===== src/rtl/mac_round_sat.sv =====
// mac_round_sat: 3-stage signed multiply-accumulate with round-half-up and saturation.
module mac_round_sat #(
  parameter int A_W       = 40,
  parameter int B_W       = 13,
  parameter int C_W       = 22,
  parameter int C_SHIFT   = 0,
  parameter int RND_SHIFT = 0,
  parameter int OUT_W     = 54
) (
  input  logic             clock,
  input  logic             reset,
  input  logic             ce,
  input  logic             in_valid,
  input  logic [A_W-1:0]   a,
  input  logic [B_W-1:0]   b,
  input  logic [C_W-1:0]   c,
  input  logic             sub,
  output logic             out_valid,
  output logic [OUT_W-1:0] data_out,
  output logic             sat_flag,
  output logic             ovf_sticky,
  input  logic             clr_ovf
);
  localparam int PW = A_W + B_W;
  localparam int SW = PW + 2;
  localparam int XW = SW > OUT_W ? SW : OUT_W;
  localparam logic [SW:0] RND_W = (SW+1)'(1) << RND_SHIFT;
  localparam logic signed [SW-1:0] RND_C = $signed(RND_W[SW:1]);
  localparam logic signed [XW-1:0] MAXV = {{(XW-OUT_W+1){1'b0}}, {(OUT_W-1){1'b1}}};
  localparam logic signed [XW-1:0] MINV = ~MAXV;
  logic [A_W-1:0] a_q, a_d;
  logic [B_W-1:0] b_q, b_d;
  logic [C_W-1:0] c_q, c_d, c2_q, c2_d;
  logic sub_q, sub_d, sub2_q, sub2_d, v1_q, v1_d, v2_q, v2_d, v3_q, v3_d;
  logic [PW-1:0] p_q, p_d;
  logic [OUT_W-1:0] dout_q, dout_d;
  logic sat_q, sat_d, ovf_q, ovf_d;
  logic signed [SW-1:0] c_ext, s, r;
  logic signed [XW-1:0] r_x;
  logic sat_hi, sat_lo;
  always_comb begin
    c_ext  = SW'($signed(c2_q)) <<< C_SHIFT;
    s      = sub2_q ? SW'($signed(p_q)) - c_ext : SW'($signed(p_q)) + c_ext;
    r      = (s + RND_C) >>> RND_SHIFT;
    r_x    = XW'(r);
    sat_hi = r_x > MAXV;
    sat_lo = r_x < MINV;
    a_d    = ce ? a : a_q;
    b_d    = ce ? b : b_q;
    c_d    = ce ? c : c_q;
    sub_d  = ce ? sub : sub_q;
    v1_d   = ce ? in_valid : v1_q;
    p_d    = ce ? PW'(PW'($signed(a_q)) * PW'($signed(b_q))) : p_q;
    c2_d   = ce ? c_q : c2_q;
    sub2_d = ce ? sub_q : sub2_q;
    v2_d   = ce ? v1_q : v2_q;
    dout_d = !ce ? dout_q : sat_hi ? MAXV[OUT_W-1:0] : sat_lo ? MINV[OUT_W-1:0] : r_x[OUT_W-1:0];
    sat_d  = ce ? (sat_hi | sat_lo) : sat_q;
    v3_d   = ce ? v2_q : v3_q;
    // a saturating result landing in the same cycle as a clear keeps the flag set
    ovf_d  = (ce & v2_q & (sat_hi | sat_lo)) | (ovf_q & ~clr_ovf);
  end
  always_ff @(posedge clock or posedge reset) begin
    if (reset) begin
      a_q <= '0; b_q <= '0; c_q <= '0; sub_q <= 1'b0; v1_q <= 1'b0;
      p_q <= '0; c2_q <= '0; sub2_q <= 1'b0; v2_q <= 1'b0;
      dout_q <= '0; sat_q <= 1'b0; v3_q <= 1'b0; ovf_q <= 1'b0;
    end else begin
      a_q <= a_d; b_q <= b_d; c_q <= c_d; sub_q <= sub_d; v1_q <= v1_d;
      p_q <= p_d; c2_q <= c2_d; sub2_q <= sub2_d; v2_q <= v2_d;
      dout_q <= dout_d; sat_q <= sat_d; v3_q <= v3_d; ovf_q <= ovf_d;
    end
  end
  assign out_valid  = v3_q;
  assign data_out   = dout_q;
  assign sat_flag   = sat_q;
  assign ovf_sticky = ovf_q;
endmodule


===== config.mk =====
export PLATFORM = sky130hd
export DESIGN_NAME = mac_round_sat
export DESIGN_NICKNAME = d
export VERILOG_FILES = /design/src/rtl/mac_round_sat.sv
export SDC_FILE = /design/constraint.sdc
export NUM_CORES = 2
export LEC_CHECK = 0
export BUFFER_PORTS_ARGS = -buffer_cell sky130_fd_sc_hd__buf_2
export CORE_MARGIN = 2
export CORE_UTILIZATION = 65
export DETAILED_ROUTE_END_ITERATION = 12
export HOLD_SLACK_MARGIN = 0.15
export PLACE_DENSITY_LB_ADDON = 0.15
export REMOVE_ABC_BUFFERS = 1
export SLEW_MARGIN = 20
export SYNTH_ARGS = -nofsm -noshare
export SYNTH_HDL_FRONTEND = slang
export SYNTH_SLANG_ARGS = --single-unit
export TNS_END_PERCENT = 50

===== constraint.sdc =====
create_clock -name clock -period 7.1 [get_ports clock]
set_input_delay 0.355 -clock clock [delete_from_list [all_inputs] [get_ports clock]]
set_output_delay 0.355 -clock clock [all_outputs]
set_load 0.01 [all_outputs]

==> impl_results.md <==
* Gpl congestion at 0.943
* CTS tree: yes
* Post-route ant nets at 0
* Async set-reset flop share out of synthesis at 100%
* Drt pass-1 iters at 5
* Initial Util at 65.4%
* Cell Count, Final, Fillers Out at 3585
* Vias per inst at 5.84
* Synth Cell Area at 28100 um2
* Hold Vio Cnt, Final at 0
* Post-synth EDFFs at 0
* Largest net degree at the start of global routing at 94
* Worst Setup End Kind: flip-flop
* WL met3 at 3.17 mm
* Drt total wl at 67.5 mm
* Final Critical Period at 6.81 ns
* CTS Sinks at 211
* Final TNS setup at 0 ns
* Yosys cell types at 78
* Reg-to-reg slack, setup at 0.29 ns
* Share of layout cells above drive strength 1 at 14.6%
* Synthesized instance count at 2857
* Die Y at 212 um
* Worst r2r src: b_q[12]$_DFFE_PP0P_
* Worst slew margin at 31.0%
* CP arrival at 7.24 ns
* Worst Path Required at 7.53 ns
* Diodes inserted at 0
* Commonest non-fill, non-tap cells in the layout: fa_1, nand2_1, inv_1
* Wirelength per Cell at 18.8 um
* Iteration-0 DRC Markers at 1356
* Worst Path Max Fanout at 20
* Die width at 212 um
* WHS Path Cells at 2
* Top sig layer: met4
* Crit path kind: reg2reg
* Num CTS Buffers at 27
* M1 WL at 26.1 mm
* CP Launch Type: flip-flop
* Reg clk slew, reported paths at 0.07 ns
* Hold_sp: ce
* Via count at 20900
* Number of synthesized register bits at 211
* # H-tree levels at 1
* Area grow syn2layout at 10.1%
* MaxCap Viol Count at 0
* Core Box Area at 42900 um2
* Residual DRC at 0
* Slew Limit Fails at 0
* Mean Syn Cell Area at 9.82 um2
* RSZ-0062 raised after global routing: no
* Met2 wire len at 35.5 mm
* Warnings, synthesis at 0
* Final setup violation count at 0
* Die ar. at 44800 um2
* Clk root buf: clkbuf_16
* Clock tree buffer depth at 3
* Sequential element share of the synthesized area at 18.8%
* Hold endpoint: data_out[2]$_DFFE_PP0P_
* Skew-Pair Late Insertion Delay at 0.56 ns
* PortBufs at 137
* Most common cell after layout, fill and taps aside: fa_1
* Fmax at 147 MHz
* Initial antenna violation count at 0
* Fin Clk Skew at 0.0160 ns
* R2R cell count at 18
* Hpwl dp at 51.8 mm
* Layout Nets at 3700
* Synth Flop Type: dfrtp_1
* Slew of the pin with the lowest slew margin at 1.04 ns
* DP Cell Count at 3460
* First-pass GRT wire length at 115 mm
* Worst Hold Class: in2reg
* Vias in the first global route at 23100
* GRT overflow at 0
* Status: complete, no violations
* Ports at 138
* Worst r2r dst: p_q[38]$_DFFE_PP0P_
* Row cnt at 76
* Tot GR Track Use at 32.1%
* Tcrit/Tclk final at 95.9%
==> cells by family (layout without fill, tap and decap cells) <==
logic type,count (synthesis),in the layout,synth area share (%)
AND/OR/NAND/NOR,802,802,13.6
adder cells (fa/ha/maj),636,636,40.7
buffers and inverters,514,657,6.94
AO/OA/AOI/OAI,383,383,8.62
flip-flops,211,211,18.8
multiplexers,187,187,7.51
XOR/XNOR,124,124,3.87
==> critical path, cell delays in order, from the launching register on <==
cell and delay [ns]:
dfrtp_1 0.88, nor2b_1 0.28, fa_1 0.44, fa_1 0.53, fa_1 0.52, fa_1 0.52, fa_1 0.52, ha_1 0.32
ha_1 0.36, nand2_1 0.10, o21ai_0 0.31, a211oi_1 0.15, nor4_1 0.20, a21oi_1 0.16, o211a_1 0.29, o31ai_2 0.46
a41oi_1 0.21, xnor2_1 0.16, mux2_2 0.27
==> sequential cells by signal, indices dropped and copies added (netlist names), 13 cells and up <==
| name | count |
|---|---|
| a_q | 40 |
| b_q | 13 |
| c2_q | 22 |
| c_q | 22 |
| data_out | 54 |
| p_q | 53 |
==> layout make-up <==
| cell class | instances | area [um2] |
|---|---|---|
| inverter | 358 | 1350 |
| multi-input combinational | 2132 | 20800 |
| fill | 3184 | 12000 |
| tap | 585 | 732 |
| clock buffer | 35 | 746 |
| clock inverter | 11 | 149 |
| sequential | 211 | 5290 |
| timing repair buffer | 253 | 1790 |
==> timing repair <==
| item | 4_1_cts | 5_1_grt |
|---|---|---|
| resized for setup | 0 | 7 |
| hold buffers | 79 | 0 |
| endpoints found under the setup margin | 0 | 6 |
| hold endpoints to repair | 139 | 0 |
| setup buffers | 0 | 0 |
==> per-stage QoR <==
stage	setup slack (ns)	utilization, %	instance area, um2	hold slack (ns)
5_1_grt	0.00963	72.1	30900	0.393
4_1_cts	0.246	72.0	30900	0.361
3_3_place_gp	0.412	68.1	29200	0.430
3_5_place_dp	0.288	68.1	29200	0.432
2_1_floorplan	0.899	-	27500	0.421
6_report	0.293	72.1	30900	0.383
==> worst max-delay path by stage <==
| stage | start | end | slack (ns) | depth (start not counted) |
|---|---|---|---|---|
| after floorplan | b_q[9]$_DFFE_PP0P_ | p_q[38]$_DFFE_PP0P_ | 0.90 | 19 |
| after global placement | b_q[1]$_DFFE_PP0P_ | p_q[38]$_DFFE_PP0P_ | 0.41 | 23 |
| after detailed placement | b_q[9]$_DFFE_PP0P_ | p_q[38]$_DFFE_PP0P_ | 0.29 | 19 |
| after CTS | b_q[9]$_DFFE_PP0P_ | p_q[38]$_DFFE_PP0P_ | 0.25 | 19 |
| after global routing | b_q[12]$_DFFE_PP0P_ | p_q[37]$_DFFE_PP0P_ | 0.01 | 20 |
| final | b_q[12]$_DFFE_PP0P_ | p_q[38]$_DFFE_PP0P_ | 0.29 | 18 |
==> cell usage after synthesis, types with 7 or more instances <==
master / n / area share [%]
a21o_1: 32 / 0.86
a21oi_1: 163 / 2.9
a31oi_1: 15 / 0.33
and2_1: 168 / 3.7
buf_2: 7 / 0.12
clkbuf_1: 144 / 1.9
dfrtp_1: 211 / 19
fa_1: 460 / 33
ha_1: 176 / 7.8
inv_1: 358 / 4.8
mux2_2: 184 / 7.4
nand2_1: 399 / 5.3
nand2b_1: 11 / 0.25
nand3_1: 17 / 0.30
nand4_1: 23 / 0.51
nor2_1: 78 / 1.0
nor2b_1: 51 / 1.1
nor3_1: 25 / 0.45
o211ai_1: 12 / 0.32
o21a_1: 13 / 0.35
o21ai_0: 59 / 1.1
o21ai_1: 12 / 0.21
o21bai_1: 15 / 0.40
xnor2_1: 91 / 2.8
xor2_1: 33 / 1.0
==> per-layer routing <==
layer / GRT usage [%] / vias up
met5: 0 / -
met4: 12.2 / 0
met3: 3.90 / 207
met2: 58.5 / 699
met1: 39.1 / 10700
li1: - / 9374
Power is left out: the tool's default activity adds up to more than one toggle a clock period on the data nets, which glitch-free logic cannot reach.
